===== src/rtl/hub75_scan_ctrl_pkg.sv =====
// Shared constants for the HUB75 scan controller.
// Holds the fixed panel geometry, the colour bit positions inside each frame-buffer
// byte and the FSM state encoding used by hub75_scan_ctrl.
package hub75_scan_ctrl_pkg;

    // Panel geometry: 16 row pairs, 64 columns, 8 columns per 64-bit word.
    localparam int unsigned ROWS          = 16;
    localparam int unsigned COLS_PER_WORD = 8;
    localparam int unsigned WORDS_PER_ROW = 8;
    localparam int unsigned COL_BITS      = 8;

    // Colour bit positions inside one column byte; bits 7:6 are unused.
    localparam int unsigned IDX_R1 = 5;
    localparam int unsigned IDX_G1 = 4;
    localparam int unsigned IDX_B1 = 3;
    localparam int unsigned IDX_R2 = 2;
    localparam int unsigned IDX_G2 = 1;
    localparam int unsigned IDX_B2 = 0;

    // FSM state encoding.
    localparam logic [2:0] StIdle    = 3'd0;
    localparam logic [2:0] StFetch   = 3'd1;
    localparam logic [2:0] StWait    = 3'd2;
    localparam logic [2:0] StShift   = 3'd3;
    localparam logic [2:0] StBlank   = 3'd4;
    localparam logic [2:0] StLatch   = 3'd5;
    localparam logic [2:0] StDisplay = 3'd6;

endpackage


===== src/rtl/hub75_bank_swap.sv =====
// Double-buffer bank arbiter for the HUB75 scan controller.
// A swap request from the writer is held pending until the next frame end, where the
// display bank toggles and a one-cycle acknowledge is issued.  Requests arriving while
// one is already pending collapse into a single swap.
//   clk_i        clock
//   rst_i        synchronous active-high reset
//   swap_req_i   single-cycle "back bank complete" pulse
//   frame_end_i  high in the cycle the scan wraps from row 15 to row 0
//   disp_bank_o  bank currently being displayed
//   swap_ack_o   single-cycle pulse in the first cycle the new bank is in effect
module hub75_bank_swap #(
    parameter logic ON_RESET_BANK = 1'b0
) (
    input  logic clk_i,
    input  logic rst_i,
    input  logic swap_req_i,
    input  logic frame_end_i,
    output logic disp_bank_o,
    output logic swap_ack_o
);

    logic pend_q, pend_d;
    logic bank_q, bank_d;
    logic ack_q, ack_d;

    always_comb begin
        pend_d = pend_q | swap_req_i;
        bank_d = bank_q;
        ack_d  = 1'b0;
        // A request landing in the frame-end cycle itself is honoured immediately.
        if (frame_end_i && (pend_q || swap_req_i)) begin
            bank_d = ~bank_q;
            ack_d  = 1'b1;
            pend_d = 1'b0;
        end
    end

    always_ff @(posedge clk_i) begin
        if (rst_i) begin
            pend_q <= 1'b0;
            bank_q <= ON_RESET_BANK;
            ack_q  <= 1'b0;
        end else begin
            pend_q <= pend_d;
            bank_q <= bank_d;
            ack_q  <= ack_d;
        end
    end

    assign disp_bank_o = bank_q;
    assign swap_ack_o  = ack_q;

endmodule


===== src/rtl/hub75_scan_ctrl.sv =====
// HUB75 LED panel scan controller (16 row pairs x 64 columns, double-buffered).
// Fetches 64-bit words from a frame-buffer BRAM, shifts them out two cycles per column,
// then blanks, latches and lights each row for CFG_on_cycles cycles.
//   HUB_clk / HUB_rst           clock, synchronous active-high reset
//   RD_addr / RD_en / RD_data   frame-buffer read port {bank, row, word}, 1-cycle latency
//   FB_swap_req / FB_swap_ack   writer bank-swap handshake; FB_wr_bank = back bank
//   CFG_on_cycles               row on-time in cycles (0 = never light)
//   HUB_*                       panel colour, shift clock, latch, output enable, row address
module hub75_scan_ctrl
    import hub75_scan_ctrl_pkg::*;
#(
    parameter logic ON_RESET_BANK = 1'b0
) (
    input  logic        HUB_clk,
    input  logic        HUB_rst,
    output logic [7:0]  RD_addr,
    output logic        RD_en,
    input  logic [63:0] RD_data,
    input  logic        FB_swap_req,
    output logic        FB_swap_ack,
    output logic        FB_wr_bank,
    input  logic [7:0]  CFG_on_cycles,
    output logic        HUB_r1,
    output logic        HUB_g1,
    output logic        HUB_b1,
    output logic        HUB_r2,
    output logic        HUB_g2,
    output logic        HUB_b2,
    output logic        HUB_sclk,
    output logic        HUB_lat,
    output logic        HUB_oe_n,
    output logic [3:0]  HUB_row
);

    localparam logic [3:0] LastRow  = 4'(ROWS - 1);
    localparam logic [2:0] LastWord = 3'(WORDS_PER_ROW - 1);
    localparam logic [2:0] LastCol  = 3'(COLS_PER_WORD - 1);

    logic [2:0]  state_q, state_d;
    logic [3:0]  row_q, row_d;
    logic [2:0]  word_q, word_d;
    logic [2:0]  col_q, col_d;
    logic        phase_q, phase_d;
    logic [63:0] shift_q, shift_d;
    logic [7:0]  cnt_q, cnt_d;
    logic [3:0]  hub_row_q, hub_row_d;
    logic        row_adv;
    logic        frame_end;
    logic        disp_bank;
    logic        shifting;

    always_comb begin
        state_d   = state_q;
        row_d     = row_q;
        word_d    = word_q;
        col_d     = col_q;
        phase_d   = phase_q;
        shift_d   = shift_q;
        cnt_d     = cnt_q;
        hub_row_d = hub_row_q;
        row_adv   = 1'b0;
        frame_end = 1'b0;

        case (state_q)
            StIdle: begin
                state_d = StFetch;
                row_d   = '0;
                word_d  = '0;
                col_d   = '0;
                phase_d = 1'b0;
            end
            StFetch: state_d = StWait;
            StWait: begin
                shift_d = RD_data;
                col_d   = '0;
                phase_d = 1'b0;
                state_d = StShift;
            end
            StShift: begin
                if (!phase_q) begin
                    phase_d = 1'b1;
                end else begin
                    phase_d = 1'b0;
                    shift_d = shift_q >> COL_BITS;
                    col_d   = col_q + 3'd1;
                    if (col_q == LastCol) begin
                        if (word_q == LastWord) begin
                            state_d   = StBlank;
                            // Panel row address follows the row whose data is now in the
                            // shift chain, so it changes while outputs are blanked.
                            hub_row_d = row_q;
                        end else begin
                            word_d  = word_q + 3'd1;
                            state_d = StFetch;
                        end
                    end
                end
            end
            StBlank: state_d = StLatch;
            StLatch: begin
                if (CFG_on_cycles == 8'd0) begin
                    row_adv = 1'b1;
                end else begin
                    cnt_d   = CFG_on_cycles;
                    state_d = StDisplay;
                end
            end
            StDisplay: begin
                if (cnt_q <= 8'd1) begin
                    row_adv = 1'b1;
                end else begin
                    cnt_d = cnt_q - 8'd1;
                end
            end
            default: state_d = StIdle;
        endcase

        if (row_adv) begin
            frame_end = (row_q == LastRow);
            row_d     = frame_end ? 4'd0 : row_q + 4'd1;
            word_d    = '0;
            state_d   = StFetch;
        end
    end

    always_ff @(posedge HUB_clk) begin
        if (HUB_rst) begin
            state_q   <= StIdle;
            row_q     <= '0;
            word_q    <= '0;
            col_q     <= '0;
            phase_q   <= 1'b0;
            shift_q   <= '0;
            cnt_q     <= '0;
            hub_row_q <= '0;
        end else begin
            state_q   <= state_d;
            row_q     <= row_d;
            word_q    <= word_d;
            col_q     <= col_d;
            phase_q   <= phase_d;
            shift_q   <= shift_d;
            cnt_q     <= cnt_d;
            hub_row_q <= hub_row_d;
        end
    end

    hub75_bank_swap #(
        .ON_RESET_BANK (ON_RESET_BANK)
    ) u_bank_swap (
        .clk_i       (HUB_clk),
        .rst_i       (HUB_rst),
        .swap_req_i  (FB_swap_req),
        .frame_end_i (frame_end),
        .disp_bank_o (disp_bank),
        .swap_ack_o  (FB_swap_ack)
    );

    assign shifting   = (state_q == StShift);
    assign RD_en      = (state_q == StFetch);
    // Address is forced to zero outside FETCH so idle outputs don't depend on the bank.
    assign RD_addr    = RD_en ? {disp_bank, row_q, word_q} : 8'd0;
    assign FB_wr_bank = ~disp_bank;

    assign HUB_r1   = shifting & shift_q[IDX_R1];
    assign HUB_g1   = shifting & shift_q[IDX_G1];
    assign HUB_b1   = shifting & shift_q[IDX_B1];
    assign HUB_r2   = shifting & shift_q[IDX_R2];
    assign HUB_g2   = shifting & shift_q[IDX_G2];
    assign HUB_b2   = shifting & shift_q[IDX_B2];
    assign HUB_sclk = shifting & phase_q;
    assign HUB_lat  = (state_q == StLatch);
    assign HUB_oe_n = (state_q != StDisplay);
    assign HUB_row  = hub_row_q;

    // Bits 7:6 of the column byte carry no colour.
    logic unused_shift;
    assign unused_shift = ^shift_q[7:6];

endmodule


===== config.mk =====
export PLATFORM = sky130hd
export DESIGN_NAME = hub75_scan_ctrl
export DESIGN_NICKNAME = d
export VERILOG_FILES = /design/src/rtl/hub75_scan_ctrl_pkg.sv /design/src/rtl/hub75_bank_swap.sv /design/src/rtl/hub75_scan_ctrl.sv
export SDC_FILE = /design/constraint.sdc
export NUM_CORES = 1
export LEC_CHECK = 0
export ABC_AREA = 1
export ABC_CLOCK_PERIOD_IN_PS = 4800
export BUFFER_PORTS_ARGS = -buffer_cell sky130_fd_sc_hd__buf_2
export CORE_UTILIZATION = 30
export DETAILED_ROUTE_END_ITERATION = 10
export PLACE_DENSITY = 0.48
export SYNTH_ARGS = -nofsm -noshare
export SYNTH_HDL_FRONTEND = slang
export SYNTH_SLANG_ARGS = --single-unit

===== constraint.sdc =====
create_clock -name HUB_clk -period 4.8 [get_ports HUB_clk]
set_clock_uncertainty 0.2 [all_clocks]
set_input_delay 0.96 -clock HUB_clk [delete_from_list [all_inputs] [get_ports HUB_clk]]
set_output_delay 0.96 -clock HUB_clk [all_outputs]
set_load 0.02 [all_outputs]

==> impl_metrics.ini <==
[finish]
syn_to_final_growth_pct = 20.3
final_nets = 680
diodes = 0
fin_area_um2 = 4360
fin_util_pct = 37.7
drive_gt1_share_pct = 18.2
fill_cells = 1284

[route]
via_count = 3644
drtIter0Drc = 214
drc = 4
routed_wl_mm = 9.33
avgRoutedWirePerCell_um = 12.6
viasPerCell = 4.90
final_antenna_net_count = 0
firstDrtPassIters = 7

[yosys]
ys_seq_area_share_pct = 42.6
avgSynthCellArea_um2 = 6.86
synth_area_leader_cell = dfxtp_1
ys_types = 24
yosysWarnings = 0
netlist_instances = 528
ys_seq_elements = 77
synth.top_cell.area_share_pct = 42.6
syn_nets = 610
synth_top_cells_by_area = dfxtp_1, nand2_1, a31oi_1, o21ai_0, nor2_1
netlist_area_um2 = 3620

[outcome]
violations = design-rule violations
status = finished with violations

[clocking]
cts_resized = 0
hold_buffers = 0
htree_levels = 3
post_cts_buffers = 0
clk_pin_slew_worst_paths_ns = 0.05
clockBufferDepth = 2
numCtsBuffers = 9
root_buffer = clkbuf_16
tritoncts = built
clock_sinks = 77
insertion_delay_ns = 0.33

[run]
cap_viol_max_count = 0

[worst_hold_path]
holdPathEnd = shift_q[58]$_SDFFE_PP0P_
hp-start = shift_q[58]$_SDFFE_PP0P_
hold_class = flip-flop to flip-flop
hold_path_depth = 2

[worst_setup_path]
r2r_cells = 8
worstPathRequired_ns = 3.64
timing.rr.end = shift_q[25]$_SDFFE_PP0P_
arrival_ns = 1.99
r2r_start = state_q[2]$_SDFFE_PP0P_
r2r_slack_ns = 2.06
crit_path_start_kind = flip-flop
end_kind = output port
crit_type = flip-flop to output port
path_max_fanout = 12

[sta]
period_share_pct = 65.7
slew-limit-headroom_pct = 46.3
setup_tns_ns = 0
tightestPinTransition_ns = 0.802
report.final.slew_viol_count = 0
hold_viol = 0
setup_viol = 0
rsz0062_at_grt = false
fmax_mhz = 317
holdWs_ns = 0.261
period_needed_ns = 3.15

[floorplan]
initial_core_util_pct = 31.3
die-area_um2 = 12500
die_w_um = 112
die_h_um = 112
num_io_pins = 99
fp.coreArea_um2 = 11600
rows = 39

[power_and_ir_drop]
p_leak_uw = 0.00193
peakVddDrop_v = 0.000262
power.total_uw = 1480
powerDensity_nw_per_um2 = 341

[grt]
grt_overflow = 0
grt_pass1_wl_mm = 15.9
grt_use_total_pct = 15.9
grt_max_degree = 73
grt_pass1_vias = 3421
antenna_found_initial = 0

[placed_design]
port_buffers = 82
gp_congestion = 0.827
dpl_cell_area_um2 = 4100
dp_hpwl_mm = 6.44
## final cells by class
class	instances	area (um2)	area share, %
Inverter	48	180	4.14
Clock inverter	3	15.0	0.345
Timing Repair Buffer	86	440	10.1
Tap cell	143	179	4.11
Multi-Input combinational cell	376	1760	40.4
Sequential cell	77	1540	35.4
Clock buffer	10	239	5.49
## worst max-delay path by stage
| stage | slack (ns) | from | endpoint | depth (start not counted) |
|---|---|---|---|---|
| 4_1_cts | 1.64 | state_q[2]$_SDFFE_PP0P_ | HUB_oe_n | 4 |
| 5_1_grt | 1.52 | state_q[2]$_SDFFE_PP0P_ | HUB_oe_n | 4 |
| 3_3_place_gp | 2.00 | state_q[2]$_SDFFE_PP0P_ | HUB_oe_n | 4 |
| 2_1_floorplan | 2.31 | state_q[1]$_SDFFE_PP0P_ | RD_addr[0] | 5 |
| 6_report | 1.65 | state_q[2]$_SDFFE_PP0P_ | HUB_oe_n | 4 |
| 3_5_place_dp | 2.02 | state_q[2]$_SDFFE_PP0P_ | HUB_oe_n | 4 |
## logic make-up after synthesis
| family | synth area share (%) |
|---|---|
| AND/OR/NAND/NOR | 25.6 |
| AO/OA/AOI/OAI | 20.6 |
| flip-flops | 42.6 |
| adder cells (fa/ha/maj) | 2.42 |
| buffers and inverters | 8.78 |
## stage by stage
stage / instances / setup slack (ns)
after floorplan: 528 / 2.31
after detailed placement: 730 / 2.02
after global placement: 730 / 2.00
final: 743 / 1.65
after global routing: 743 / 1.52
after CTS: 743 / 1.64
## routing by layer
metal | share of wire (%) | GRT usage, % | up-vias
met3 | 4.9 | 4.35 | 13
met5 | 0 | 0 | -
met4 | 1.1 | 5.59 | 0
met1 | 50 | 20.6 | 1661
met2 | 44 | 25.1 | 84
li1 | - | - | 1886
## synth_stat cells, drive strengths merged
library cell  count
clkbuf           14
inv              47
or2               1
clkinv            1
a21oi            29
nand3            16
dfxtp            77
nand2           164
o22ai             1
a31oi            45
ha                7
buf              13
nor2             47
o21ai            62
nand4             4
## flip-flops by register name (all words and copies together) (netlist names)
signal,cells
u_bank_swap.disp_bank_o,1
row_q,4
HUB_row,4
shift_q,48
state_q,3
u_bank_swap.swap_ack_o,1
col_q,3
word_q,3
cnt_q,8
u_bank_swap.pend_q,1
phase_q,1
## worst max-delay path, stage by stage (launching register included)
cell	delay [ns]
dfxtp_1	0.43
inv_2	0.10
nor2_1	0.64
inv_2	0.25
buf_2	0.23
## cell usage in the layout, fill, tap and decap left out
cell type	instances
nand4_1	4
dfxtp_1	77
o21ai_1	27
nand3_1	15
nand2_1	164
inv_2	5
a21oi_1	28
o21ai_0	35
clkbuf_8	1
clkbuf_16	9
nor2_2	1
a31oi_1	45
buf_4	4
clkinv_2	3
clkinv_1	1
nor2_1	44
a21oi_2	1
or2_1	1
inv_1	42
nor2_4	2
o22ai_1	1
buf_2	82
ha_1	7
nand3_2	1
## where the power goes
part	switching, uW	internal, uW
registers	22.4	684
clock network	247	352
logic	114	64.9
total	383	1100
(Power assumes the default switching activity.)
